===== src/rtl/message_unpad.sv =====
// rtl/message_unpad.sv - strips 512-bit block padding, emits message words plus a size record
// Holds one block back so the word preceding a fill-only final block can be masked and flagged last.
module message_unpad (
  input  logic         clk,
  input  logic         sync_rst,
  input  logic [511:0] data_in,
  input  logic         data_in_last,
  input  logic         data_in_valid,
  output logic         data_in_ready,
  output logic [511:0] data_out,
  output logic         data_out_last,
  output logic         data_out_valid,
  input  logic         data_out_ready,
  output logic [63:0]  size_out,
  output logic         size_err,
  output logic         size_valid,
  input  logic         size_ready
);

  typedef enum logic [1:0] {EMPTY, HOLD, FLUSH} state_t;

  state_t       state, state_nxt;
  logic [511:0] held;
  logic [54:0]  blk_cnt;
  logic [63:0]  pend_size;
  logic         pend_err;

  logic         out_free, size_free, in_fire;
  logic [63:0]  len;
  logic [54:0]  full;
  logic [8:0]   rem;
  logic         rem_zero, rem_hi, rem_mid;
  logic [55:0]  exp_cnt, got_cnt;
  logic [8:0]   mark_idx;
  logic         marker, msg_err;
  logic [511:0] mask;

  logic         out_load, out_last, held_load, size_load, size_word_err;
  logic         pend_load, cnt_clr, cnt_inc;
  logic [511:0] out_word, held_word;
  logic [63:0]  size_word;

  assign out_free      = !data_out_valid || data_out_ready;
  assign size_free     = !size_valid || size_ready;
  assign data_in_ready = (state != FLUSH) && out_free && size_free;
  assign in_fire       = data_in_valid && data_in_ready;

  assign len      = data_in[63:0];
  assign full     = len[63:9];
  assign rem      = len[8:0];
  assign rem_zero = (rem == 9'd0);
  assign rem_hi   = (rem >= 9'd448);
  assign rem_mid  = !rem_zero && !rem_hi;

  // Count includes the final block being accepted this cycle.
  assign exp_cnt  = {1'b0, full} + 56'd1 + {55'd0, rem_hi};
  assign got_cnt  = {1'b0, blk_cnt} + 56'd1;
  assign mark_idx = 9'd511 - rem;
  assign marker   = rem_hi ? ((state == HOLD) && held[mark_idx]) : data_in[mark_idx];
  assign msg_err  = (got_cnt != exp_cnt) || !marker;
  assign mask     = rem_zero ? {512{1'b1}} : ~({512{1'b1}} >> rem);

  always_ff @(posedge clk) begin
    if (sync_rst) state <= EMPTY;
    else          state <= state_nxt;
  end

  always_comb begin
    state_nxt     = state;
    out_load      = 1'b0;
    out_word      = '0;
    out_last      = 1'b0;
    held_load     = 1'b0;
    held_word     = '0;
    size_load     = 1'b0;
    size_word     = '0;
    size_word_err = 1'b0;
    pend_load     = 1'b0;
    cnt_clr       = 1'b0;
    cnt_inc       = 1'b0;
    case (state)
      EMPTY: if (in_fire) begin
        if (!data_in_last) begin
          held_load = 1'b1;
          held_word = data_in;
          cnt_inc   = 1'b1;
          state_nxt = HOLD;
        end else begin
          cnt_clr       = 1'b1;
          size_load     = 1'b1;
          size_word     = len;
          size_word_err = msg_err;
          if (rem_mid) begin
            out_load = 1'b1;
            out_word = data_in & mask;
            out_last = 1'b1;
          end
        end
      end
      HOLD: if (in_fire) begin
        out_load = 1'b1;
        out_word = held;
        if (!data_in_last) begin
          held_load = 1'b1;
          held_word = data_in;
          cnt_inc   = 1'b1;
        end else if (rem_mid) begin
          cnt_clr   = 1'b1;
          held_load = 1'b1;
          held_word = data_in & mask;
          pend_load = 1'b1;
          state_nxt = FLUSH;
        end else begin
          // Final block is pure fill: the held word is the message tail.
          cnt_clr       = 1'b1;
          out_word      = held & mask;
          out_last      = 1'b1;
          size_load     = 1'b1;
          size_word     = len;
          size_word_err = msg_err;
          state_nxt     = EMPTY;
        end
      end
      FLUSH: if (out_free && size_free) begin
        out_load      = 1'b1;
        out_word      = held;
        out_last      = 1'b1;
        size_load     = 1'b1;
        size_word     = pend_size;
        size_word_err = pend_err;
        state_nxt     = EMPTY;
      end
      default: state_nxt = EMPTY;
    endcase
  end

  always_ff @(posedge clk) begin
    if (sync_rst) begin
      blk_cnt        <= '0;
      held           <= '0;
      pend_size      <= '0;
      pend_err       <= 1'b0;
      data_out       <= '0;
      data_out_last  <= 1'b0;
      data_out_valid <= 1'b0;
      size_out       <= '0;
      size_err       <= 1'b0;
      size_valid     <= 1'b0;
    end else begin
      if (cnt_clr)      blk_cnt <= '0;
      else if (cnt_inc) blk_cnt <= blk_cnt + 55'd1;
      if (held_load) held <= held_word;
      if (pend_load) begin
        pend_size <= len;
        pend_err  <= msg_err;
      end
      if (out_load) begin
        data_out       <= out_word;
        data_out_last  <= out_last;
        data_out_valid <= 1'b1;
      end else if (data_out_ready) begin
        data_out_valid <= 1'b0;
      end
      if (size_load) begin
        size_out   <= size_word;
        size_err   <= size_word_err;
        size_valid <= 1'b1;
      end else if (size_ready) begin
        size_valid <= 1'b0;
      end
    end
  end

endmodule


===== config.mk =====
export PLATFORM = sky130hd
export DESIGN_NAME = message_unpad
export DESIGN_NICKNAME = d
export VERILOG_FILES = /design/src/rtl/message_unpad.sv
export SDC_FILE = /design/constraint.sdc
export NUM_CORES = 2
export LEC_CHECK = 0
export ABC_CLOCK_PERIOD_IN_PS = 6090
export CAP_MARGIN = 20
export CORE_AREA = 2 2 423 425
export DETAILED_ROUTE_END_ITERATION = 7
export DIE_AREA = 0 0 425 427
export GPL_ROUTABILITY_DRIVEN = 0
export PLACE_DENSITY = 0.56
export SYNTH_ARGS = -nofsm -noshare
export SYNTH_HDL_FRONTEND = slang
export SYNTH_SLANG_ARGS = --single-unit

===== constraint.sdc =====
create_clock -name clk -period 6.09 [get_ports clk]
set_clock_uncertainty 0.1 [all_clocks]
set_input_delay 1.218 -clock clk [delete_from_list [all_inputs] [get_ports clk]]
set_output_delay 1.218 -clock clk [all_outputs]
set_load 0.005 [all_outputs]

==> flow_metrics.py <==
metrics = {
    "status": {
        "status": "complete, but fails checks",
        "failed_checks": "design-rule violations",
    },
    "die": {
        "initial_core_util_pct": 33.26,
        "core.rowCount": 155,
        "ios": 1099,
        "die-area_mm2": 0.1815,
        "die_h_um": 427,
        "die_w_um": 425,
        "coreArea_mm2": 0.1773,
    },
    "worst_setup_path": {
        "reg2regPathDepth": 8,
        "worstPathArrival_ps": 5600,
        "rrSetupSlack_ps": 1850,
        "crit_type": "in -> reg",
        "slowest_delay_ps": 690,
        "startpoint_type": "input pin",
        "crit_fanout": 26,
        "worstPathCellList": "buf_4 > buf_4 > mux4_2 > mux2i_1 > a2111oi_0 > a211o_1 > a32oi_1 > a32oi_1 > a2111oi_2 > buf_4 > or4_1 > o21a_1",
        "cp-end-kind": "flop",
        "crit_top_cell": "buf_4",
        "cpMaxStageDelayCell": "a32oi_1",
        "critPathRequiredTime_ps": 6730,
        "timing.rr.end": "data_out[395]",
        "r2r-start": "data_out_valid",
    },
    "yosys": {
        "syn-instance-count": 7442,
        "ys_seq_elements": 1214,
        "synth_edf_count": 0,
        "netlist.area_leader.share_pct": 41.22,
        "yosysTopAreaCell": "dfxtp_1",
        "syn_area_per_cell_um2": 7.922,
        "synth_top_family_by_area": "compound AO/OA/AOI/OAI gates",
        "yosys.cell_types.count": 79,
        "synthSimpleGateAreaFrac_pct": 18.91,
        "synth_most_common_cell": "nand2_1",
        "seq_area_frac_synth_pct": 41.22,
        "synth-adder-area-share_pct": 0.08489,
        "synth_area_leaders": "dfxtp_1 41%, nand2_1 8.7%, a21oi_1 8.1%",
        "synth_xor_area_share_pct": 2.789,
        "syn_nets": 7964,
        "synth_area_mm2": 0.05895,
        "synth-warning-count": 0,
        "synthMuxAreaShare_pct": 5.327,
        "async_reset_ff_share_pct": 0,
        "netlist_top_cells_count": "1369 x nand2_1, 1214 x dfxtp_1, 952 x a21oi_1, 750 x nor2_1, 634 x clkbuf_1",
        "synth-main-ff-cell": "dfxtp_1",
        "synth_compound_area_share_pct": 26.67,
    },
    "placed_design": {
        "dp_cells": 10400,
        "dpl_cell_area_mm2": 0.07251,
        "hpwl_um": 270600,
        "port_buffers": 1098,
    },
    "power": {
        "power_frac_seq_pct": 40.0,
        "pwr-share-clk_pct": 41.7,
        "pwr-share-comb_pct": 18.3,
        "swShare_pct": 31.06,
        "ir_worst_vdd_uv": 241.2,
        "power.switching_mw": 6.669,
        "power.leakage_nw": 26.42,
        "power_density_mw_per_mm2": 277.0,
        "p_int_mw": 14.80,
        "total_power_mw": 21.47,
    },
    "timing": {
        "rsz0062_at_grt": "no",
        "finalHoldViolCount": 0,
        "hold-worst-slack_ps": 349.3,
        "relSlewSlack_pct": 5.276,
        "setup_viol": 0,
        "drv_slew": 0,
        "period_needed_ps": 4965,
        "min_period_over_period_pct": 81.53,
        "fin_tns_setup_ps": 0,
        "tightest_slew_ps": 1421,
        "fmax_mhz": 201.4,
    },
    "drt": {
        "drc_errors": 16,
        "postRouteAntennaNets": 0,
        "first_pass_iters": 8,
        "vias": 68490,
        "viasPerCell": 6.379,
        "wl_um": 377400,
        "routedWlPerCell_um": 35.15,
        "drtIter0Drc": 10990,
    },
    "clock_tree": {
        "path_clk_slew_ps": 60,
        "cts_max_level": 4,
        "cts_resized": 0,
        "hold_buffers": 0,
        "cts_setup_buffers": 0,
        "root_buffer": "clkbuf_16",
        "clock_latency_ps": 850,
        "cts_tree": "done",
        "numClockSinks": 1214,
        "cts-buffers-inserted": 143,
        "cts_buffer_depth": 3,
    },
    "global_routing": {
        "grt_pass1_wl_um": 508400,
        "grt_max_degree": 212,
        "antenna_found_initial": 122,
        "overflow": 0,
        "grt_pass1_vias": 62370,
        "grt_usage_pct": 39.50,
    },
    "finish": {
        "design_area_mm2": 0.07751,
        "seq_area_mm2": 0.02430,
        "final_cells": 10740,
        "drive_gt1_share_pct": 8.035,
        "nFillCells": 17800,
        "area_growth_pct": 31.47,
        "nets": 8712,
        "multi_input_area_mm2": 0.03202,
    },
    "hold_path": {
        "whs_endpoint": "held[276]",
        "holdPathStages": 2,
        "hp-start": "held[276]",
        "hold_path_class": "reg -> reg",
    },
    "run": {
        "cap_violations": 0,
    },
}
-- flip-flops by register name, summed over array words and instances, names as in the netlist --
register        count
data_out          512
held              512
pend_size          64
size_out           64
blk_cnt            55
state               2
data_out_last       1
data_out_valid      1
pend_err            1
size_err            1
size_valid          1
-- power by group through the flow --
stage	logic [mW]	registers (mW)	clock network (mW)
2_1_floorplan	1.73	8.66	0
3_3_place_gp	3.75	8.73	0
3_5_place_dp	3.77	8.74	0
4_1_cts	3.79	8.57	9.00
5_1_grt	4.04	8.61	9.30
6_report	3.94	8.59	8.95
-- cell usage in the layout, fill, tap and decap left out, types with 18 or more instances in the layout --
cell / instances
clkinv_2: 20
nor3_1: 58
buf_12: 36
a31oi_1: 55
clkbuf_16: 146
a21o_1: 18
a211oi_1: 38
nand4_1: 54
diode_2: 81
xor2_1: 57
a21oi_1: 951
a222oi_1: 129
dfxtp_1: 1214
nand3_1: 155
nor2b_1: 23
nand2_1: 1365
mux2i_1: 64
a221oi_1: 103
nor2_1: 724
o211ai_1: 92
clkbuf_1: 30
nand3b_1: 21
nor3b_1: 22
clkbuf_8: 33
xnor2_1: 128
buf_4: 193
and3_1: 67
or3_1: 23
mux4_2: 103
inv_1: 30
a22oi_1: 364
a32oi_1: 173
o21ai_0: 422
clkdlybuf4s50_1: 1087
-- critical path, delay by kind of cell --
| kind | cells | cell delay, ps |
|---|---|---|
| AOI/OAI and AO/OA | 6 | 1980 |
| and+or+nand+nor | 1 | 520 |
| buffers and inverters | 3 | 1290 |
| muxes | 2 | 540 |
-- logic make-up (layout without fill, tap and decap cells) --
group | Yosys count | in the layout
xor gates and xnor gates | 186 | 186
and+or+nand+nor | 2638 | 2638
other | 0 | 81
DFF | 1214 | 1214
adders and majority gates | 4 | 4
buffers and inverters | 756 | 1615
muxes | 183 | 183
AOI/OAI and AO/OA | 2461 | 2461
-- worst max-delay path by stage --
stage / from / end / depth (start not counted)
2_1_floorplan: data_in[7] / pend_err / 15
3_3_place_gp: data_in[2] / pend_err / 12
3_5_place_dp: data_in[2] / pend_err / 12
4_1_cts: data_in[2] / pend_err / 12
5_1_grt: data_in[0] / size_err / 13
6_report: data_in[2] / pend_err / 12
-- area by class of cell --
| class | instances | share of cell area [%] |
|---|---|---|
| Tap cell | 2355 | 3.802 |
| Sequential cell | 1214 | 31.36 |
| Clock buffer | 209 | 5.445 |
| Inverter | 34 | 0.1647 |
| Timing Repair Buffer | 1325 | 16.96 |
| Multi-Input combinational cell | 5472 | 41.31 |
| Antenna cell | 81 | 0.2615 |
| Clock inverter | 47 | 0.7055 |
-- per-layer routing --
layer	track usage, %	share of wire, %	vias to the layer above
met5	0	0.085	-
met4	32.54	9.5	52
met3	13.27	12	1320
met2	55.85	41	5121
met1	48.39	37	33440
li1	-	-	28560
-- through the flow --
stage	util [%]	setup slack, ps
6_report	43.72	1125
5_1_grt	43.70	1152
4_1_cts	43.60	1384
3_5_place_dp	40.91	512.0
3_3_place_gp	40.89	392.8
2_1_floorplan	-	1336
Power figures use the tool's default switching activity.
